## src/rtl/div_seq_pkg.sv

```systemverilog
// Shared encodings and constants for the iterative divider and its EX-stage user.
package div_seq_pkg;

  localparam int unsigned DIV_WIDTH = 32;
  localparam int unsigned DIV_CNT_W = 6;

  typedef enum logic [1:0] {
    DIV_FREE   = 2'b00,
    DIV_BYZERO = 2'b01,
    DIV_ON     = 2'b10,
    DIV_END    = 2'b11
  } div_state_e;

  localparam logic DIV_START            = 1'b1;
  localparam logic DIV_STOP             = 1'b0;
  localparam logic DIV_RESULT_READY     = 1'b1;
  localparam logic DIV_RESULT_NOT_READY = 1'b0;

endpackage

```

## src/rtl/div_seq_if.sv

```systemverilog
// Request/response bundle between EX (master) and the divider (slave).
interface div_seq_if
  import div_seq_pkg::*;
#(
  parameter int unsigned WIDTH = DIV_WIDTH
);
  logic               signed_div_i;
  logic [WIDTH-1:0]   opdata1_i;
  logic [WIDTH-1:0]   opdata2_i;
  logic               start_i;
  logic               annul_i;
  logic [2*WIDTH-1:0] result_o;
  logic               ready_o;

  modport master (
    output signed_div_i, opdata1_i, opdata2_i, start_i, annul_i,
    input  result_o, ready_o
  );

  modport slave (
    input  signed_div_i, opdata1_i, opdata2_i, start_i, annul_i,
    output result_o, ready_o
  );
endinterface

```

## src/rtl/div_seq.sv

```systemverilog
// Multi-cycle restoring divider: one quotient bit per cycle, {remainder, quotient} out.
module div_seq
  import div_seq_pkg::*;
#(
  parameter int unsigned WIDTH = DIV_WIDTH,
  parameter int unsigned CNT_W = DIV_CNT_W
) (
  input  logic     clk,
  input  logic     rst,
  div_seq_if.slave bus
);

  localparam int unsigned WW = 2*WIDTH + 1;

  div_state_e         r_state, w_state_nxt;
  logic [CNT_W-1:0]   r_cnt, w_cnt_nxt;
  logic [WW-1:0]      r_work, w_work_nxt;
  logic [WIDTH-1:0]   r_divisor, w_divisor_nxt;
  logic               r_neg_q, w_neg_q_nxt;
  logic               r_neg_r, w_neg_r_nxt;
  logic [2*WIDTH-1:0] r_result, w_result_nxt;
  logic               r_ready, w_ready_nxt;

  logic               w_sign1, w_sign2;
  logic [WIDTH-1:0]   w_abs1, w_abs2;
  logic [WIDTH+1:0]   w_diff;
  logic [WW-1:0]      w_step;
  logic [WIDTH-1:0]   w_quot, w_rem;

  // Operand magnitudes for signed requests
  assign w_sign1 = bus.signed_div_i & bus.opdata1_i[WIDTH-1];
  assign w_sign2 = bus.signed_div_i & bus.opdata2_i[WIDTH-1];
  assign w_abs1  = w_sign1 ? WIDTH'(-bus.opdata1_i) : bus.opdata1_i;
  assign w_abs2  = w_sign2 ? WIDTH'(-bus.opdata2_i) : bus.opdata2_i;

  // One restoring step on the upper WIDTH+1 bits; the window can exceed WIDTH bits
  assign w_diff = {1'b0, r_work[2*WIDTH:WIDTH]} - {2'b00, r_divisor};
  assign w_step = w_diff[WIDTH+1] ? {r_work[2*WIDTH-1:0], 1'b0}
                                  : WW'({w_diff[WIDTH:0], r_work[WIDTH-1:0], 1'b1});

  assign w_quot = r_neg_q ? WIDTH'(-w_step[WIDTH-1:0])       : w_step[WIDTH-1:0];
  assign w_rem  = r_neg_r ? WIDTH'(-w_step[2*WIDTH:WIDTH+1]) : w_step[2*WIDTH:WIDTH+1];

  always_ff @(posedge clk) begin
    if (rst) begin
      r_state   <= DIV_FREE;
      r_cnt     <= '0;
      r_work    <= '0;
      r_divisor <= '0;
      r_neg_q   <= 1'b0;
      r_neg_r   <= 1'b0;
      r_result  <= '0;
      r_ready   <= DIV_RESULT_NOT_READY;
    end else begin
      r_state   <= w_state_nxt;
      r_cnt     <= w_cnt_nxt;
      r_work    <= w_work_nxt;
      r_divisor <= w_divisor_nxt;
      r_neg_q   <= w_neg_q_nxt;
      r_neg_r   <= w_neg_r_nxt;
      r_result  <= w_result_nxt;
      r_ready   <= w_ready_nxt;
    end
  end

  // Completion is folded into the last step so the result lands WIDTH+1 edges after acceptance
  always_comb begin
    w_state_nxt   = r_state;
    w_cnt_nxt     = r_cnt;
    w_work_nxt    = r_work;
    w_divisor_nxt = r_divisor;
    w_neg_q_nxt   = r_neg_q;
    w_neg_r_nxt   = r_neg_r;
    w_result_nxt  = r_result;
    w_ready_nxt   = r_ready;
    case (r_state)
      DIV_FREE: begin
        w_result_nxt = '0;
        w_ready_nxt  = DIV_RESULT_NOT_READY;
        if (bus.start_i == DIV_START && !bus.annul_i) begin
          if (bus.opdata2_i == '0) begin
            w_state_nxt = DIV_BYZERO;
          end else begin
            w_state_nxt   = DIV_ON;
            w_cnt_nxt     = '0;
            w_work_nxt    = {WIDTH'(0), w_abs1, 1'b0};
            w_divisor_nxt = w_abs2;
            w_neg_q_nxt   = w_sign1 ^ w_sign2;
            w_neg_r_nxt   = w_sign1;
          end
        end
      end
      DIV_BYZERO: begin
        w_state_nxt  = DIV_END;
        w_result_nxt = '0;
        w_ready_nxt  = DIV_RESULT_READY;
      end
      DIV_ON: begin
        if (bus.annul_i) begin
          w_state_nxt  = DIV_FREE;
          w_result_nxt = '0;
          w_ready_nxt  = DIV_RESULT_NOT_READY;
        end else begin
          w_work_nxt = w_step;
          w_cnt_nxt  = r_cnt + CNT_W'(1);
          if (r_cnt == CNT_W'(WIDTH-1)) begin
            w_state_nxt  = DIV_END;
            w_result_nxt = {w_rem, w_quot};
            w_ready_nxt  = DIV_RESULT_READY;
          end
        end
      end
      DIV_END: begin
        if (bus.start_i == DIV_STOP || bus.annul_i) begin
          w_state_nxt  = DIV_FREE;
          w_result_nxt = '0;
          w_ready_nxt  = DIV_RESULT_NOT_READY;
        end
      end
      default: begin
        w_state_nxt = DIV_FREE;
      end
    endcase
  end

  assign bus.result_o = r_result;
  assign bus.ready_o  = r_ready;

endmodule

```

## src/flat_wrapper.sv

```systemverilog
// flat-port wrapper written by rule: the top's interface ports become plain ports
module div_seq_flat import div_seq_pkg::*;
#(
  parameter int unsigned WIDTH = DIV_WIDTH,
  parameter int unsigned CNT_W = DIV_CNT_W
)
  (clk, rst, bus_signed_div_i, bus_opdata1_i, bus_opdata2_i, bus_start_i, bus_annul_i, bus_result_o, bus_ready_o);
  div_seq_if #(.WIDTH(WIDTH)) bus_i ();
  input  logic clk;
  input  logic rst;
  input wire logic [$bits(bus_i.signed_div_i)-1:0] bus_signed_div_i;
  input wire logic [$bits(bus_i.opdata1_i)-1:0] bus_opdata1_i;
  input wire logic [$bits(bus_i.opdata2_i)-1:0] bus_opdata2_i;
  input wire logic [$bits(bus_i.start_i)-1:0] bus_start_i;
  input wire logic [$bits(bus_i.annul_i)-1:0] bus_annul_i;
  output wire logic [$bits(bus_i.result_o)-1:0] bus_result_o;
  output wire logic [$bits(bus_i.ready_o)-1:0] bus_ready_o;
  assign bus_i.signed_div_i = bus_signed_div_i;
  assign bus_i.opdata1_i = bus_opdata1_i;
  assign bus_i.opdata2_i = bus_opdata2_i;
  assign bus_i.start_i = bus_start_i;
  assign bus_i.annul_i = bus_annul_i;
  assign bus_result_o = bus_i.result_o;
  assign bus_ready_o = bus_i.ready_o;
  div_seq #(.WIDTH(WIDTH), .CNT_W(CNT_W)) u_core (.clk(clk), .rst(rst), .bus(bus_i));
endmodule
```

## config.mk

```make
export PLATFORM = sky130hd
export DESIGN_NAME = div_seq_flat
export DESIGN_NICKNAME = d
export VERILOG_FILES = /design/src/rtl/div_seq_pkg.sv /design/src/rtl/div_seq_if.sv /design/src/rtl/div_seq.sv /design/src/flat_wrapper.sv
export SDC_FILE = /design/constraint.sdc
export NUM_CORES = 1
export LEC_CHECK = 0
export ABC_AREA = 1
export ABC_CLOCK_PERIOD_IN_PS = 3970
export CAP_MARGIN = 30
export CORE_MARGIN = 1
export CORE_UTILIZATION = 55
export CTS_CLUSTER_DIAMETER = 120
export CTS_CLUSTER_SIZE = 8
export DETAILED_ROUTE_END_ITERATION = 7
export PLACE_DENSITY = 0.78
export SLEW_MARGIN = 25
export SYNTH_ARGS = -nofsm -noshare
export SYNTH_HDL_FRONTEND = slang
export SYNTH_SLANG_ARGS = --single-unit
export TNS_END_PERCENT = 50
```

## constraint.sdc

```tcl
create_clock -name clk -period 3.97 [get_ports clk]
set_input_delay 0.794 -clock clk [delete_from_list [all_inputs] [get_ports clk]]
set_output_delay 0.794 -clock clk [all_outputs]
set_load 0.02 [all_outputs]
```

* Yosys cells after proc, flatten, opt, wreduce, memory -nomap -nowiden
Cells that the tools add are included.
** Operators by class
- $add $sub $neg :: 6
- Mux-type cells :: 27
- Equal/unequal tests :: 9
- Reductions and logical operators :: 11
- Bitwise operators :: 5
** Operators with widths (count)
- 2-to-1 mux 65 bit :: 4
- 2-to-1 mux 64 bit :: 3
- case mux 64 bit (3 select lines) :: 1
- case mux 65 bit (2 select lines) :: 1
- 2-to-1 mux 32 bit :: 4
- negator 32 bit :: 4
- subtractor 33 x 32 -> 34 bit :: 1
- zero test 32 bit :: 1
- 2-to-1 mux 6 bit :: 3
- case mux 6 bit (2 select lines) :: 1
- 2-to-1 mux 2 bit :: 5
- case mux 2 bit (4 select lines) :: 1
- adder 6 x 1 -> 6 bit (second input constant) :: 1
- equality test 6 x 5 -> 1 bit (second input constant) :: 1
- AND reduction 3 bit :: 2
- equality test 2 bit (second input constant) :: 2
- != test 2 x 1 -> 1 bit (second input constant) :: 2
- != test 2 bit (second input constant) :: 2
- case mux 1 bit (4 select lines) :: 1
- AND reduction 4 bit :: 1
- 2-to-1 mux 1 bit :: 3
- != test 3 x 2 -> 1 bit (second input constant) :: 1
- AND 1 bit :: 2
- equality test 2 x 1 -> 1 bit (second input constant) :: 1
- 9 further kinds :: 10
** Word-level totals
- Output and inout port bits :: 65
- Word-level logic and storage cells :: 66
- Flip-flop bits (word level) :: 172
- Input port bits :: 69

* Logic depth before layout (Yosys ltp)
- Depth after elaboration :: 7
- Gate-level depth with buffers :: 29
- Mapped depth without buffers :: 28

* Worst setup path after synthesis
Ideal clock, no wire load.
- Kind :: register to register
- From :: register u_core.r_divisor[3]
- To :: register u_core.r_result[28], in the netlist u_core.bus.result_o[28]
- Stages on the path, launching flop included :: 29
- Slack :: 0.657 ns
- Arrival time :: 3.180 ns
- Period minus slack after synthesis :: 3.313 ns
- Library setup time :: 0.132 ns
- Path buffers :: 1
- Data required time :: 3.838 ns
- Path through :: dfxtp_1 > inv_1 > ha_1 > nand2_2 > inv_1 > nand2_1 > nand2_1 > nand2_1 > nand3_2 > nand2_4 > nand2_4 > nand2_4 > nand2_4 > buf_6 > inv_2 > ha_1 > inv_1 > nor3_1 > nand3_1 > nor3_1 > nand3_1 > nor2_1 > nand3_1 > nor2_1 > nand3_1 > o21ai_0 > a21oi_1 > o21ai_0 > a21oi_1
** Between the ends
- Longest elaborated chain between the ends :: 7
** Ends and longest elaborated chain
- from (decl) :: line div_seq.sv:18 : logic [WIDTH-1:0] r_divisor, w_divisor_nxt;
- from (signal assigned) :: line div_seq.sv:58 : r_divisor <= w_divisor_nxt;
- subtractor 33 x 32 -> 34 bit :: line div_seq.sv:37 : assign w_diff = {1'b0, r_work[2*WIDTH:WIDTH]} - {2'b00, r_divisor};
- 2-to-1 mux 65 bit :: line div_seq.sv:38 : assign w_step = w_diff[WIDTH+1] ? {r_work[2*WIDTH-1:0], 1'b0}
- negator 32 bit :: line div_seq.sv:41 : assign w_quot = r_neg_q ? WIDTH'(-w_step[WIDTH-1:0]) : w_step[WIDTH-1:0];
- 2-to-1 mux 32 bit :: line div_seq.sv:41
- 2-to-1 mux 64 bit :: line div_seq.sv:106 : if (r_cnt == CNT_W'(WIDTH-1)) begin
- 2-to-1 mux 64 bit :: line div_seq.sv:99 : if (bus.annul_i) begin
- case mux 64 bit (3 select lines) :: line div_seq.sv:76 : case (r_state)
- to (signal assigned) :: line div_seq.sv:61 : r_result <= w_result_nxt;
- to (decl) :: line div_seq.sv:21 : logic [2*WIDTH-1:0] r_result, w_result_nxt;
Every way passes these cells. The select of a mux whose other input is x is not followed.
A chain may end at the register's enable or synchronous reset.

* Final worst setup path
- From :: register u_core.r_divisor[17]
- To :: register u_core.r_result[40], in the netlist u_core.bus.result_o[40]
** Between the ends
- Longest elaborated chain between the ends :: 7
** Ends and longest elaborated chain
- subtractor 33 x 32 -> 34 bit (*) :: line div_seq.sv:37
- 2-to-1 mux 65 bit (*) :: line div_seq.sv:38
- negator 32 bit :: line div_seq.sv:42 : assign w_rem = r_neg_r ? WIDTH'(-w_step[2*WIDTH:WIDTH+1]) : w_step[2*WIDTH:WIDTH+1];
- 2-to-1 mux 32 bit (*) :: line div_seq.sv:42
- 2-to-1 mux 64 bit (*) :: line div_seq.sv:106
- 2-to-1 mux 64 bit (*) :: line div_seq.sv:99
- case mux 64 bit (3 select lines) (*) :: line div_seq.sv:76
Every way passes the cells marked *; elsewhere a longest branch is shown, timed or not. The select of a mux whose other input is x is not followed.

==> run metrics <==
Initial Utilization roughly 56%; CTS root buf clkbuf_16; P&R area growth vs syn 16.7%; clk sinks 172; fin crit share 89.7%; Skew-Pair Late Insertion Delay about 440 ps; Fin. Hold Viols 0; diodes inserted 0; Hold Crit Class reg2reg; die area 23800 um^2; syn avg cell area 6.06 um^2; number of synthesized flops with an enable pin 0; RSZ-0062 raised after global routing false; CTS max path bufs 2; global placer's final weighted congestion 0.982; vias in the first global route 12500; Max VDD drop 0.000460 V; Cell Area, Synth around 13000 um^2; WP data arrival between 3000 and 4000 ps; # rows 55; # DRC 0; fin util about two thirds; First DRT Iteration DRCs 1202; final clock skew between 10 and 15 ps; Post-Syn Nets 2212; Slew @ Worst Pin 883 ps; Num CTS Buffers 17; TritonRoute pass-1 iters 6; Critical Path Sink Type flip-flop; global route overflow 0; critical path required time 4240 ps; Vias per Instance approximately 5.5; final-layout fill cell count between 2000 and 2500; global-route wire length before repair approximately 64000 um; DP HPWL 30400 um; max-slew violations 0; Min Clock Period, post-route between 3000 and 4000 ps; H-tree levels 4; CTS tree built; fraction of layout instances using a drive strength above 1 under 10%; relative slew slack 41.1%; Top FF cell, synth dfxtp_1; Die X 154 um; pwr dens 580 nW/um^2; Die Y-Extent 154 um; max cap viols 0; WL final 39800 um; P_leak 6.80 nW; crit-path max FO 40; number of synthesized register bits between 150 and 200; type of origin of the critical path flip-flop; Post-synth ARST share 0%; initial antenna violation count 0; core area 22600 um^2; share of the yosys chip area belonging to registers a little over a quarter; synthesized instance count 2101; total track usage about a third; CTS Hold Buffers Added 0; CP Class reg2reg; Cell variety after synth 51; Top-Level Pins 134; Setup-failing EPs final 0; synth warn 0; outcome completed; FMAX 281 MHz; ANT nets after route 0; CTS clock-pin slew for the worst setup and hold paths 70 ps; fin nets approximately 2300; Wirelength per Cell 16.0 um; setup_tns 0 ps; largest net degree at the start of global routing approximately 110; DR vias 13700; Port Buffers about 130; post-CTS setup buffer count 0
==> flip-flops by register name, summed over array words and instances (netlist names) <==
| signal | count |
|---|---|
| u_core.bus.ready_o | 1 |
| u_core.bus.result_o | 64 |
| u_core.r_cnt | 6 |
| u_core.r_divisor | 32 |
| u_core.r_neg_q | 1 |
| u_core.r_neg_r | 1 |
| u_core.r_state | 2 |
| u_core.r_work | 65 |
==> what timing repair did <==
action                     4_1_cts  5_1_grt
hold endpoints to repair         0        0
setup endpoints to repair        0        5
gates resized for setup          0        4
==> area by class of cell <==
class | count | area (um^2) | share of cell area, %
flip-flops and latches | 172 | 3440 | 23.2
repair buffers | 153 | 1510 | 10.1
well taps | 285 | 357 | 2.40
inverters | 274 | 1030 | 6.92
clock inverters | 13 | 178 | 1.20
multi-input cells | 1573 | 7900 | 53.1
clock buffers | 19 | 453 | 3.05
==> final timing paths <==
kind | start | to | slack, ps | depth (start not counted)
worst max register to register | u_core.r_divisor[17] | u_core.bus.result_o[40] | 410 | 18
worst min register to register | u_core.bus.result_o[47] | u_core.bus.result_o[47] | 460 | 2
worst min-delay path | u_core.bus.result_o[47] | u_core.bus.result_o[47] | 460 | 2
worst max-delay path | u_core.r_divisor[17] | u_core.bus.result_o[40] | 410 | 18
==> stage by stage <==
stage          power (W)  std cells  worst slack, ps  hold WS [ps]  area [um^2]
2_1_floorplan    0.00551       2101              657           432        12700
3_3_place_gp     0.00663       2457              203           452        14200
3_5_place_dp     0.00668       2457              201           456        14200
4_1_cts          0.00851       2489              204           467        14900
5_1_grt          0.00924       2489             26.5           483        14900
6_report         0.00862       2489              409           463        14900
==> cells in the final DEF, fill, tap and decap left out, types with 3 or more instances in the layout <==
cell | netlist | final
o21ai_0 | 114 | 113
a211oi_1 | 9 | 9
or2_2 | 6 | 6
bufinv_16 | 0 | 3
nor2_1 | 178 | 176
clkinv_1 | 3 | 3
clkdlybuf4s50_1 | 0 | 132
o211ai_1 | 8 | 8
nand3b_1 | 15 | 15
nand2_2 | 22 | 22
a21oi_2 | 3 | 3
inv_2 | 5 | 6
buf_4 | 2 | 18
o21ai_1 | 5 | 6
o21bai_1 | 4 | 4
a31oi_1 | 4 | 4
a21oi_1 | 197 | 196
nor2_4 | 3 | 3
a221oi_1 | 3 | 3
inv_1 | 266 | 265
nor4_1 | 8 | 8
nor2_2 | 13 | 15
inv_6 | 0 | 4
o31ai_1 | 3 | 3
nand3_2 | 17 | 17
nand2_4 | 6 | 6
nand3_1 | 122 | 122
clkbuf_16 | 0 | 17
nand2_1 | 648 | 648
ha_1 | 41 | 41
dfxtp_1 | 172 | 172
xnor2_1 | 26 | 26
nor3_1 | 29 | 27
xor2_1 | 55 | 55
and2_1 | 4 | 4
nand4_1 | 13 | 13
==> layer usage <==
metal / wire [um] / vias up / GRT usage, %
met4: 1470 / 0 / 13.6
met5: 0 / - / 0
met2: 17900 / 572 / 54.6
met3: 2630 / 86 / 4.43
met1: 17800 / 6194 / 45.4
li1: - / 6871 / -
==> cells by family (layout without fill, tap and decap cells) <==
family | Yosys count | count (layout) | synth area share, %
buf+inv | 356 | 459 | 11.1
xor+xnor | 81 | 81 | 5.57
simple gates | 1090 | 1090 | 37.0
fa+ha+maj | 42 | 42 | 4.19
compound gates | 360 | 360 | 15.1
flops | 172 | 172 | 27.0
==> worst max-delay path: stages, from the launching register on <==
cell and delay, ps:
dfxtp_1 330, inv_1 90, ha_1 410, nand2_1 140, nor2_1 250, nand2_1 160, nor2_4 150, nand2_4 60
nand2_4 60, buf_4 400, nand2_1 140, nand2_1 200, ha_1 220, nand3_2 130, nor2_4 170, nor2_1 70
or2_2 280, nand3_1 80, a21oi_1 70
==> power by group <==
group	internal (W)	switching, W
registers	0.00196	0.000213
clock network	0.00104	0.000785
logic	0.00147	0.00315
total	0.00447	0.00415
==> cells in the mapped netlist, types with 2 or more instances <==
| cell | n | area share, % |
|---|---|---|
| o21ai_1 | 5 | 0.20 |
| ha_1 | 41 | 4.0 |
| buf_1 | 2 | 0.059 |
| and3_1 | 2 | 0.098 |
| a21oi_1 | 197 | 7.7 |
| xor2_1 | 55 | 3.8 |
| inv_2 | 5 | 0.15 |
| a21oi_2 | 3 | 0.21 |
| o31ai_1 | 3 | 0.18 |
| nor2_2 | 13 | 0.64 |
| nand3b_1 | 15 | 0.88 |
| o22ai_1 | 2 | 0.098 |
| o21ai_0 | 114 | 4.5 |
| o211ai_1 | 8 | 0.47 |
| a221oi_1 | 3 | 0.21 |
| nand2_2 | 22 | 1.1 |
| buf_2 | 14 | 0.55 |
| a211oi_1 | 9 | 0.53 |
| xnor2_1 | 26 | 1.8 |
| inv_1 | 266 | 7.8 |
| nor3_1 | 29 | 1.1 |
| nand3_1 | 122 | 4.8 |
| nand2_4 | 6 | 0.53 |
| nand4_1 | 13 | 0.64 |
| clkbuf_1 | 57 | 1.7 |
| buf_4 | 2 | 0.12 |
| dfxtp_1 | 172 | 27 |
| or2_2 | 6 | 0.29 |
| a21o_1 | 2 | 0.12 |
| buf_6 | 6 | 0.53 |
| nand2_1 | 648 | 19 |
| nand3_2 | 17 | 1.3 |
| and2_1 | 4 | 0.20 |
| nor4_1 | 8 | 0.39 |
| nor2_4 | 3 | 0.27 |
| a31oi_1 | 4 | 0.20 |
| nor2_1 | 178 | 5.2 |
| clkinv_1 | 3 | 0.088 |
| o21bai_1 | 4 | 0.24 |
No activity file was read; power rests on OpenSTA's default activity.
==> patch: new RTL, same flow settings <==
`r_result` no longer has a reset.
--- a/src/rtl/div_seq.sv
+++ b/src/rtl/div_seq.sv
@@ -49,7 +49,6 @@
       r_divisor <= '0;
       r_neg_q   <= 1'b0;
       r_neg_r   <= 1'b0;
-      r_result  <= '0;
       r_ready   <= DIV_RESULT_NOT_READY;
     end else begin
       r_state   <= w_state_nxt;
@@ -58,9 +57,12 @@
       r_divisor <= w_divisor_nxt;
       r_neg_q   <= w_neg_q_nxt;
       r_neg_r   <= w_neg_r_nxt;
-      r_result  <= w_result_nxt;
       r_ready   <= w_ready_nxt;
     end
+  end
+
+  always_ff @(posedge clk) begin
+    r_result <= w_result_nxt;
   end
 
   // Completion is folded into the last step so the result lands WIDTH+1 edges after acceptance
Check against the original RTL: same outputs for any inputs over 4 cycles, from zero or initial values and one cycle with rst high; that may be too few to reach the edited logic, so the function may still have changed.
==> patch against the unedited design <==
The run now ends with DRC left; combinational power grew 20%; clock power is 4% lower; global-route usage is 0.70 points higher; total power rose by 15%; sequential share of layout area rose by 4.0 points; wire length up 0.58%; non-clock buffer count rose by 12; hold slack better by 5.4 ps; critical path depth up 4; sequential cell count did not move; worst setup slack got worse by 180 ps; highest routed layer unchanged; design area rose by 1.3%; largest power group unchanged; sequential power up 19%; area after synthesis fell by 2.0%.
==> patch: results (changes against the unedited design) <==
metric	value	unit	change
status	complete, but fails checks		
violations	DRC		
leakage	6.91	nW	+1.5%
fillers	2008		-5.9%
synth_cells	1927		-8.3%
max_stage_delay	360	ps	-50 ps
fin_nets	2160		-6.2%
arrival	4030	ps	+190 ps
grt_max_degree	65		-42%
track_usage	34.5	%	+0.70 points
clock_skew	16.0	ps	+5.08 ps
place_area	14200	µm²	-0.45%
drt_iter0_drc	1294		+7.7%
ir_drop	0.622	mV	+35%
drive_gt1_share	7.71	%	+1.5 points
synthTopCellsByCount	521 x nand2_1, 246 x inv_1, 203 x nor2_1		
drc_errors	2		+2
first_global_vias	12008		-4.2%
gp_congestion	0.996		+1.5%
synthToLayoutAreaGrowth	20.6	%	
wl_per_cell	17.1	µm	+6.9%
seq_area_frac_synth	32.7	%	+5.7 points
viasPerCell	5.68		+2.9%
antenna_found_initial	1		+1
vias	13291		-3.1%
placed_cells	2308		-6.1%
tightest_slew	789	ps	-93.8 ps
drt-pass1-iter-count	8		+2
dp_slack	108	ps	-93.2 ps
syn_nets	2038		-7.9%
patch: cell count changes in the layout (fill, tap and decap cells not counted), sizes merged, moves of 14 or more:
cell / change
dfxtp: -64
nand3: -21
edfxtp: +64
nand2: -141
nor2: +19
inv: -14
o21ai: +21
a21oi: -28
a31oi: +14
patch: repair_timing:
| action | in CTS | in global routing |
|---|---|---|
| setup buffers | 0 | 2 |
| endpoints found under the setup margin | 0 | 12 |
| gates resized for setup | 0 | 53 |
patch: routing by layer:
layer	global-route usage, %	share of wire, %	vias up
met4	7.65	2.1	0
met1	48.1	45	6118
met3	5.55	7.9	74
met5	0	0	-
li1	-	-	6553
met2	55.9	45	546
patch: cell families after synthesis:
family | after synthesis | share of synthesized area [%]
AO/OA/AOI/OAI | 372 | 16.2
XOR/XNOR | 66 | 4.63
flip-flops | 172 | 32.7
AND/OR/NAND/NOR | 958 | 32.3
buffers and inverters | 317 | 9.84
adder cells (fa/ha/maj) | 42 | 4.27
patch: layout make-up:
type | count | area share [%]
Clock buffer | 18 | 2.92
Clock inverter | 14 | 1.06
Inverter | 255 | 6.36
Multi-Input combinational cell | 1438 | 49.6
Sequential cell | 172 | 27.2
Tap cell | 280 | 2.33
Timing Repair Buffer | 165 | 10.6
patch: final timing paths:
check	from	to	slack [ps]	depth (start not counted)
max reg2reg	u_core.r_divisor[9]	u_core.bus.result_o[28]	230	22
min	u_core.r_work[31]	u_core.r_work[32]	470	2
max	u_core.r_divisor[9]	u_core.bus.result_o[28]	230	22
min reg2reg	u_core.r_work[31]	u_core.r_work[32]	470	2
patch: power breakdown:
group / total [mW] / switching [mW] / internal [mW]
sequential: 2.58 / 0.267 / 2.31
clock: 1.76 / 0.841 / 0.923
combinational: 5.57 / 3.67 / 1.90
total: 9.92 / 4.78 / 5.14
